<file path="config.mk">
export PLATFORM = sky130hd
export DESIGN_NAME = icache_fill_flat
export DESIGN_NICKNAME = d
export VERILOG_FILES = /design/src/rtl/icache_fill_pkg.sv /design/src/rtl/icache_fill_if.sv /design/src/rtl/icache_tagram.sv /design/src/rtl/icache_fill.sv /design/src/flat_wrapper.sv
export SDC_FILE = /design/constraint.sdc
export NUM_CORES = 1
export LEC_CHECK = 0
export BUFFER_PORTS_ARGS = -buffer_cell sky130_fd_sc_hd__buf_4
export CORE_AREA = 3 3 277 170
export DETAILED_ROUTE_END_ITERATION = 12
export DIE_AREA = 0 0 280 173
export GPL_TIMING_DRIVEN = 0
export PLACE_DENSITY = 0.69
export SLEW_MARGIN = 40
export SYNTH_ARGS = -nofsm -noshare
export SYNTH_HDL_FRONTEND = slang
export SYNTH_SLANG_ARGS = --single-unit
</file>
<file path="constraint.sdc">
create_clock -name clk -period 12.5 [get_ports clk]
set_input_delay 2.5 -clock clk [delete_from_list [all_inputs] [get_ports clk]]
set_output_delay 2.5 -clock clk [all_outputs]
set_load 0.02 [all_outputs]
</file>
<file path="src/rtl/icache_fill_pkg.sv">
// rtl/icache_fill_pkg.sv - shared word width, memory latency, FSM encoding and counter helper
//
// Purpose: common definitions imported by the instruction-cache fill logic,
//          its storage and the slow-memory side.
// Contents: WORD (bus width), MEMDELAY (nominal slowmem latency),
//           state_t (IDLE/REQ/WAIT), sat_inc (saturating counter step).
package icache_fill_pkg;

  localparam int WORD     = 16;
  localparam int MEMDELAY = 4;

  typedef enum logic [1:0] {
    ST_IDLE = 2'd0,
    ST_REQ  = 2'd1,
    ST_WAIT = 2'd2
  } state_t;

  // Event counters stick at all-ones instead of wrapping.
  function automatic logic [WORD-1:0] sat_inc(input logic [WORD-1:0] v);
    return (v == '1) ? v : v + 16'd1;
  endfunction

endpackage

</file>
<file path="src/rtl/icache_fill_if.sv">
// rtl/icache_fill_if.sv - processor/snoop/slowmem bundle for the instruction-cache fill block
//
// Purpose: groups every non-clock signal of icache_fill.
// Modports:
//   slave  - the cache: takes fetch/faddr, snoop/saddr, mfc/rdata;
//            drives instr/hit/busy, strobe/rnotw/maddr/wdata, hits/misses.
//   master - the environment (processor + slowmem), opposite directions.
interface icache_fill_if;
  import icache_fill_pkg::*;

  logic            fetch;
  logic [WORD-1:0] faddr;
  logic [WORD-1:0] instr;
  logic            hit;
  logic            busy;
  logic            snoop;
  logic [WORD-1:0] saddr;
  logic            strobe;
  logic            rnotw;
  logic [WORD-1:0] maddr;
  logic [WORD-1:0] wdata;
  logic            mfc;
  logic [WORD-1:0] rdata;
  logic [WORD-1:0] hits;
  logic [WORD-1:0] misses;

  modport slave (
    input  fetch, faddr, snoop, saddr, mfc, rdata,
    output instr, hit, busy, strobe, rnotw, maddr, wdata, hits, misses
  );

  modport master (
    output fetch, faddr, snoop, saddr, mfc, rdata,
    input  instr, hit, busy, strobe, rnotw, maddr, wdata, hits, misses
  );

endinterface

</file>
<file path="src/rtl/icache_tagram.sv">
// rtl/icache_tagram.sv - direct-mapped valid/tag/data store with read, fill and snoop-invalidate ports
//
// Purpose: one-word lines, LINES entries, index = low address bits.
// Ports:
//   clk, reset         - clock, asynchronous active-low reset (clears valid bits)
//   i_rd_idx           - combinational read index
//   o_rd_valid/tag/data- contents of the indexed line
//   i_wr_en/idx/tag/data - fill write (sets valid)
//   i_inv_en/idx/tag   - snoop: clears valid if the line holds that tag
module icache_tagram
  import icache_fill_pkg::*;
#(
  parameter int LINES = 16,
  parameter int IDXW  = $clog2(LINES),
  parameter int TAGW  = WORD - IDXW
) (
  input  logic            clk,
  input  logic            reset,
  input  logic [IDXW-1:0] i_rd_idx,
  output logic            o_rd_valid,
  output logic [TAGW-1:0] o_rd_tag,
  output logic [WORD-1:0] o_rd_data,
  input  logic            i_wr_en,
  input  logic [IDXW-1:0] i_wr_idx,
  input  logic [TAGW-1:0] i_wr_tag,
  input  logic [WORD-1:0] i_wr_data,
  input  logic            i_inv_en,
  input  logic [IDXW-1:0] i_inv_idx,
  input  logic [TAGW-1:0] i_inv_tag
);

  logic [LINES-1:0] r_valid;
  logic [TAGW-1:0]  r_tag  [LINES];
  logic [WORD-1:0]  r_data [LINES];

  logic w_inv_hit;
  logic w_inv_wins;

  assign o_rd_valid = r_valid[i_rd_idx];
  assign o_rd_tag   = r_tag[i_rd_idx];
  assign o_rd_data  = r_data[i_rd_idx];

  // Snoop matches against pre-edge contents only.
  assign w_inv_hit = i_inv_en && r_valid[i_inv_idx] && (r_tag[i_inv_idx] == i_inv_tag);

  // Fill and snoop on the same line: equal index plus equal tag means the
  // store hit the very address being filled, and slowmem already forwarded
  // that store data on rdata, so the fill stands. Otherwise the snoop wins.
  assign w_inv_wins = w_inv_hit &&
                      !(i_wr_en && (i_wr_idx == i_inv_idx) && (i_wr_tag == i_inv_tag));

  always_ff @(posedge clk or negedge reset) begin
    if (!reset) begin
      r_valid <= '0;
    end else begin
      if (i_wr_en)    r_valid[i_wr_idx]  <= 1'b1;
      if (w_inv_wins) r_valid[i_inv_idx] <= 1'b0;
    end
  end

  // Tag/data need no reset: valid gates every use.
  always_ff @(posedge clk) begin
    if (i_wr_en) begin
      r_tag[i_wr_idx]  <= i_wr_tag;
      r_data[i_wr_idx] <= i_wr_data;
    end
  end

endmodule

</file>
<file path="src/rtl/icache_fill.sv">
// rtl/icache_fill.sv - instruction-cache miss-fill FSM with hit/miss counters
//
// Purpose: direct-mapped one-word-line instruction cache; on a miss issues one
//          read strobe to slowmem and installs the word returned with mfc.
// Ports:
//   clk    - sole clock
//   reset  - asynchronous active-low reset
//   bus    - icache_fill_if.slave: fetch/faddr -> instr/hit, busy,
//            snoop/saddr invalidation, strobe/rnotw/maddr/wdata <- mfc/rdata,
//            hits/misses saturating counters
// Parameters: LINES (power of two, 2..256), MEMDELAY (expected slowmem latency,
//             checked by a simulation-only assertion).
module icache_fill
  import icache_fill_pkg::*;
#(
  parameter int LINES    = 16,
  parameter int MEMDELAY = icache_fill_pkg::MEMDELAY
) (
  input logic          clk,
  input logic          reset,
  icache_fill_if.slave bus
);

  localparam int IDXW = $clog2(LINES);
  localparam int TAGW = WORD - IDXW;

  state_t          r_state;
  logic [WORD-1:0] r_miss_addr;
  logic            r_strobe;
  logic            r_busy;
  logic [WORD-1:0] r_hits;
  logic [WORD-1:0] r_misses;
  logic [7:0]      r_wait_cnt;

  logic            w_rd_valid;
  logic [TAGW-1:0] w_rd_tag;
  logic [WORD-1:0] w_rd_data;
  logic            w_hit;
  logic            w_fill;

  icache_tagram #(
    .LINES (LINES),
    .IDXW  (IDXW),
    .TAGW  (TAGW)
  ) u_tagram (
    .clk        (clk),
    .reset      (reset),
    .i_rd_idx   (bus.faddr[IDXW-1:0]),
    .o_rd_valid (w_rd_valid),
    .o_rd_tag   (w_rd_tag),
    .o_rd_data  (w_rd_data),
    .i_wr_en    (w_fill),
    .i_wr_idx   (r_miss_addr[IDXW-1:0]),
    .i_wr_tag   (r_miss_addr[WORD-1:IDXW]),
    .i_wr_data  (bus.rdata),
    .i_inv_en   (bus.snoop),
    .i_inv_idx  (bus.saddr[IDXW-1:0]),
    .i_inv_tag  (bus.saddr[WORD-1:IDXW])
  );

  // Hit is reported in every state; only IDLE acts on it.
  assign w_hit  = bus.fetch && w_rd_valid && (w_rd_tag == bus.faddr[WORD-1:IDXW]);
  // mfc outside WAIT (e.g. a response to a fill abandoned by reset) is dropped.
  assign w_fill = (r_state == ST_WAIT) && bus.mfc;

  assign bus.hit    = w_hit;
  assign bus.instr  = w_rd_data;
  assign bus.busy   = r_busy;
  assign bus.strobe = r_strobe;
  assign bus.rnotw  = 1'b1;
  assign bus.maddr  = r_miss_addr;
  assign bus.wdata  = '0;
  assign bus.hits   = r_hits;
  assign bus.misses = r_misses;

  always_ff @(posedge clk or negedge reset) begin
    if (!reset) begin
      r_state     <= ST_IDLE;
      r_miss_addr <= '0;
      r_strobe    <= 1'b0;
      r_busy      <= 1'b0;
      r_hits      <= '0;
      r_misses    <= '0;
      r_wait_cnt  <= '0;
    end else begin
      case (r_state)
        ST_IDLE: begin
          if (bus.fetch) begin
            if (w_hit) begin
              r_hits <= sat_inc(r_hits);
            end else begin
              // faddr is captured here so later changes cannot disturb the fill.
              r_miss_addr <= bus.faddr;
              r_strobe    <= 1'b1;
              r_busy      <= 1'b1;
              r_misses    <= sat_inc(r_misses);
              r_state     <= ST_REQ;
            end
          end
        end
        ST_REQ: begin
          r_strobe   <= 1'b0;
          r_wait_cnt <= '0;
          r_state    <= ST_WAIT;
        end
        ST_WAIT: begin
          if (bus.mfc) begin
            r_busy  <= 1'b0;
            r_state <= ST_IDLE;
          end else if (r_wait_cnt != 8'hFF) begin
            r_wait_cnt <= r_wait_cnt + 8'd1;
          end
        end
        default: begin
          r_strobe <= 1'b0;
          r_busy   <= 1'b0;
          r_state  <= ST_IDLE;
        end
      endcase
    end
  end

  // Strobe occupies one cycle, so mfc should land after MEMDELAY-1 WAIT cycles.
  always_ff @(posedge clk) begin
    if (reset && w_fill) begin
      assert (r_wait_cnt == 8'(MEMDELAY - 1));
    end
  end

endmodule

</file>
<file path="src/flat_wrapper.sv">
// flat-port wrapper written by rule: the top's interface ports become plain ports
module icache_fill_flat import icache_fill_pkg::*;
#(
  parameter int LINES    = 16,
  parameter int MEMDELAY = icache_fill_pkg::MEMDELAY
)
  (clk, reset, bus_fetch, bus_faddr, bus_snoop, bus_saddr, bus_mfc, bus_rdata, bus_instr, bus_hit, bus_busy, bus_strobe, bus_rnotw, bus_maddr, bus_wdata, bus_hits, bus_misses);
  icache_fill_if bus_i ();
  input logic clk;
  input logic reset;
  input wire logic [$bits(bus_i.fetch)-1:0] bus_fetch;
  input wire logic [$bits(bus_i.faddr)-1:0] bus_faddr;
  input wire logic [$bits(bus_i.snoop)-1:0] bus_snoop;
  input wire logic [$bits(bus_i.saddr)-1:0] bus_saddr;
  input wire logic [$bits(bus_i.mfc)-1:0] bus_mfc;
  input wire logic [$bits(bus_i.rdata)-1:0] bus_rdata;
  output wire logic [$bits(bus_i.instr)-1:0] bus_instr;
  output wire logic [$bits(bus_i.hit)-1:0] bus_hit;
  output wire logic [$bits(bus_i.busy)-1:0] bus_busy;
  output wire logic [$bits(bus_i.strobe)-1:0] bus_strobe;
  output wire logic [$bits(bus_i.rnotw)-1:0] bus_rnotw;
  output wire logic [$bits(bus_i.maddr)-1:0] bus_maddr;
  output wire logic [$bits(bus_i.wdata)-1:0] bus_wdata;
  output wire logic [$bits(bus_i.hits)-1:0] bus_hits;
  output wire logic [$bits(bus_i.misses)-1:0] bus_misses;
  assign bus_i.fetch = bus_fetch;
  assign bus_i.faddr = bus_faddr;
  assign bus_i.snoop = bus_snoop;
  assign bus_i.saddr = bus_saddr;
  assign bus_i.mfc = bus_mfc;
  assign bus_i.rdata = bus_rdata;
  assign bus_instr = bus_i.instr;
  assign bus_hit = bus_i.hit;
  assign bus_busy = bus_i.busy;
  assign bus_strobe = bus_i.strobe;
  assign bus_rnotw = bus_i.rnotw;
  assign bus_maddr = bus_i.maddr;
  assign bus_wdata = bus_i.wdata;
  assign bus_hits = bus_i.hits;
  assign bus_misses = bus_i.misses;
  icache_fill #(.LINES(LINES), .MEMDELAY(MEMDELAY)) u_core (.clk(clk), .reset(reset), .bus(bus_i));
endmodule
</file>
## Word-level counts from Yosys, hierarchy flattened

Memories as Yosys holds them, arrays and structs flattened.
Cells that the tools add are included.

- RAM bits: 448
- Bits in read-only memories: 0
- Memories kept: 2
- Bits of input ports: 53
- Flip-flop bits (word level): 68
- Latch bits: 0
- Word-level logic and storage cells: 74

- Shift operators: 0
- $lt $le $gt $ge: 5
- Reduce and logical (&&, ||, !) cells: 18
- Multipliers: 0
- Equal/unequal tests: 11
- Multiplexer cells: 21
- Div/mod/pow operators: 0
- Add/sub/neg operators: 2
- Bitwise operators: 8

Memory list:

| memory | depth | bits a word | read ports | clocked after memory_dff | write ports | line | RTL |
|---|---|---|---|---|---|---|---|
| u_core.u_tagram.r_data | 16 | 16 | 1 | 0 | 1 | icache_tagram.sv:34 | `logic [WORD-1:0] r_data [LINES];` |
| u_core.u_tagram.r_tag | 16 | 12 | 2 | 0 | 1 | icache_tagram.sv:33 | `logic [TAGW-1:0] r_tag [LINES];` |

Operators with widths:

| operator | number |
|---|---|
| $eq 12x12->1 | 3 |
| $add 16x1->16 const B | 2 |
| $eq 16x16->1 const B | 2 |
| $mux 16 | 2 |
| $and 16x16->16 | 1 |
| $not 16->16 | 1 |
| $or 16x16->16 | 1 |
| $lt 4x5->1 const B | 3 |
| $reduce_and 4->1 | 3 |
| $logic_and 1x1->1 | 10 |
| $mux 1 | 9 |
| $reduce_and 3->1 | 3 |
| $bmux 1 s4 | 2 |
| $demux 1 s4 | 2 |
| $ge 4x1->1 const B | 2 |
| $mux 2 | 3 |
| $ne 2x2->1 const B | 3 |
| $pmux 2 s3 | 1 |
| $not 1->1 | 5 |
| $eq 4x4->1 | 1 |
| $pmux 1 s3 | 1 |
| $eq 2x1->1 const B | 1 |
| $eq 2x2->1 const B | 1 |
| $logic_not 2->1 | 1 |
| 2 further kinds | 2 |

## Logic depth before layout (Yosys ltp)

- Depth after elaboration: 8
- Mapped depth: 14
- Depth with buffers taken out: 10

## By module

From an unflattened synthesis, not the netlist that was laid out.

- Cells, all modules: 1136
- Area, all modules: 22450.3 µm²

Modules (own cells, without submodules):

| module | times used | area each (µm²) | cells an instance |
|---|---|---|---|
| icache_tagram | 1 | 19790.2 | 902 |
| icache_fill | 1 | 2660.1 | 234 |

## Least setup slack after synthesis

OpenSTA, ideal clock, no wires.

- Path type: in2out
- From: in bus_faddr[0]
- To: out bus_instr[10]
- Setup slack: 4.815 ns
- Data arrival time: 5.185 ns
- Cell stages on the path: 8
- Cell sequence: buf_4 buf_6 buf_2 buf_2 buf_2 buf_1 mux4_2 mux4_2

- Longest elaborated chain between the ends: 1

RTL lines:

| item | line | RTL |
|---|---|---|
| start: declaration | flat_wrapper.sv:12 | `input wire logic [$bits(bus_i.faddr)-1:0] bus_faddr;` |
| $mem_v2 16x16 | - |  |
| end: declaration | flat_wrapper.sv:17 | `output wire logic [$bits(bus_i.instr)-1:0] bus_instr;` |

Every way passes these cells.

## Final worst setup path

- From: in bus_faddr[1]
- To: out bus_instr[4]

Same word-level chain as after synthesis.

==> impl_metrics.csv <==
group,metric,value,unit
run_status,status,"finished clean",
floorplanning,die_w,280,µm
flow_run,maxCapViolCount,0,
synth,synth.distinct_cells,54,
placement,place_inst,1916,
pwr,report.power.total,4.39,mW
pwr,peakVddDrop,86.9,µV
drt,dr.pass1.iters,7,
layout,final_cell_area,26400,µm²
critical_path,rr_endpoint,"u_core.bus.maddr[11]",
synth,ys_seq_area_share,68.0,%
sta,hold_ws,499,ps
global_route,grt_pass1_vias,12700,
pwr,combinationalPowerShare,14.9,%
critical_path,r2r-start,"u_core.u_tagram.r_tag[1][1]",
synth,synth_flop_cell,"edfxtp_1",
pwr,powerDensity,166,nW/µm²
cts,ctsHoldBuffers,0,
drt,wirelength,61500,µm
sta,min_period,8740,ps
pwr,seqPwrFrac,51.4,%
synth,synth_top_area_cell,"edfxtp_1",
global_route,grt_first_pass_wirelength,89500,µm
critical_path,worst-path-max-fanout,10,
cts,cts_tree,"built",
cts,clockBufferDepth,3,
critical_path,rr_worst_depth,10,
drt,num_vias,12800,
critical_path,startpoint_type,"input port",
sta,rsz0062_at_grt,"false",
layout,n_fill_cell,3179,
cts,insertion_delay,570,ps
pwr,p_leak,9.19,nW
critical_path,reg2reg_slack,8830,ps
global_route,overflow,0,
sta,finalSetupViolCount,0,
drt,ant_nets,0,
placement,routabilityCongestion,0.891,
cts,cts-resized-gates,0,
synth,ys_top_cells_by_area,"edfxtp_1, mux4_2, dfrtp_1, mux2i_1, xor2_1",
layout,nets,1432,
layout,fin_cells,2005,
drt,drc_errors,0,
synth,post-synth-top-count-cell,"edfxtp_1",
cts,h-tree-depth,2,
global_route,grt_start_max_net_pins,69,
cts,cts_setup_buffers,0,
layout,seq_area,15200,µm²
critical_path,crit_arrival,6240,ps
sta,slew_headroom,42.3,%
sta,fin_ws,3760,ps
critical_path,setup.worst_path.end_class,"output pin",
synth,yosysWarnings,0,
layout,multi_input_area,6890,µm²
min_path,hold_class,"register to register",
synth,syn_area,22300,µm²
drt,drtIter0Drc,1735,
layout,area_growth,18.5,%
floorplanning,die_area,48400,µm²
synth,synth_commonest_cells,"edfxtp_1, mux4_2, dfrtp_1, nor2_1",
placement,hpwlAfterDp,43500,µm
floorplanning,start_util,49.9,%
placement,dpl_cell_area,24900,µm²
floorplanning,core,44700,µm²
layout,final_layout_size_suffix_gt1_share,37.7,%
pwr,clkPwrFrac,33.7,%
synth,synth_cells,1143,
sta,worst_pin_slew,866,ps
sta,hold_violations,0,
pwr,p_sw,1.19,mW
critical_path,critPathLaunch,"bus_faddr[1]",
sta,max_freq,114,MHz
floorplanning,die_h,173,µm
cts,cts_buffers,48,
sta,timing.final.crit_share,69.9,%
global_route,grt_usage,25.6,%
pwr,switching_share,27.1,%
min_path,hold_start,"u_core.bus.misses[11]",
synth,synth_top_area_share,60.3,%
sta,finalSetupTns,0,ps
critical_path,required,10000,ps
placement,io_buffers,114,
drt,via_per_inst,6.37,
critical_path,path_class,"input port to output pin",
cts,clk_transition_reported_paths,60,ps
synth,ys_ff_latch,516,
global_route,antenna_found_initial,1,
drt,drt-wirelength-per-cell,30.7,µm
layout,postLayoutCoreUtil,59.2,%
floorplanning,boundaryPins,137,
pwr,internal_power,3.20,mW
sta,slew_violations,0,
synth,synthArstFlopShare,13.2,%
sta,finClkSkew,16.1,ps
cts,clock-root-buffer,"clkbuf_16",
synth,synth-edff-count,448,
floorplanning,num_rows,60,
cts,cts_sinks,516,
synth,synth_area_per_cell,19.5,µm²
critical_path,setup.worst_path.end,"bus_instr[4]",
placement,pre_cts_slack,3740,ps
==> metal layers <==
layer | up-vias | part of all wire, % | GRT usage (%)
met5 | - | 0.089 | 0.888
met4 | 2 | 2.0 | 5.35
met3 | 90 | 13 | 9.61
met2 | 862 | 43 | 35.6
met1 | 6644 | 42 | 38.8
li1 | 5171 | - | -
==> cell usage in the layout, fill, tap and decap left out, types with 17 or more instances in the layout <==
cell,n
conb_1,17
edfxtp_1,448
nor2_1,30
buf_2,46
buf_4,150
xor2_1,35
nand3_1,24
dfrtp_1,68
mux2i_1,35
nand2_1,29
clkbuf_16,48
xnor2_1,30
mux4_2,186
mux2_2,19
==> flip-flops by register name, summed over array words and instances, names as in the netlist <==
register / cells
u_core.u_tagram.r_valid: 16
u_core.u_tagram.r_tag: 192
u_core.bus.hits: 16
u_core.bus.misses: 16
u_core.r_state: 2
u_core.bus.busy: 1
u_core.bus.maddr: 16
u_core.bus.strobe: 1
u_core.u_tagram.r_data: 256
==> power groups by stage <==
stage	sequential [mW]	clock [mW]	combinational, mW
detailed placement	2.29	0	0.647
floorplan	2.27	0	0.324
finish	2.26	1.48	0.654
global placement	2.28	0	0.597
global route	2.27	1.57	0.691
CTS	2.25	1.50	0.651
==> cell type report <==
cell class | count | area share [%]
buffer | 74 | 1.60
tap | 589 | 2.79
clock buffer | 55 | 4.64
multi-input combinational | 560 | 26.1
clock inverter | 33 | 1.26
sequential | 516 | 57.3
inverter | 8 | 0.114
antenna | 1 | 0.00947
timing repair buffer | 169 | 6.16
==> how the worst min path moves through the flow <==
| stage | end | slack, ps | depth (start not counted) |
|---|---|---|---|
| after floorplan | u_core.r_state[1] | 490 | 1 |
| after global placement | u_core.bus.busy | 480 | 2 |
| after detailed placement | u_core.bus.misses[11] | 490 | 1 |
| after CTS | u_core.bus.misses[11] | 500 | 1 |
| after global routing | u_core.bus.misses[9] | 510 | 1 |
| final | u_core.bus.misses[11] | 500 | 1 |
==> critical path: stages <==
cell	delay, ps
buf_2	210
buf_2	400
buf_2	420
buf_2	380
clkbuf_1	490
clkbuf_1	690
mux4_2	440
mux4_2	500
buf_4	180
==> logic make-up (layout without fill, tap and decap cells) <==
group	Yosys count	in the layout	synth area share (%)
flip-flops	516	516	68.0
multiplexers	247	247	21.7
AND/OR/NAND/NOR	179	179	4.19
buffers and inverters	82	339	1.91
XOR/XNOR	65	65	2.55
AO/OA/AOI/OAI	50	50	1.57
adder cells (fa/ha/maj)	2	2	0.112
other	2	18	0.0337
Note: power is estimated with default switching activity, not from simulation.
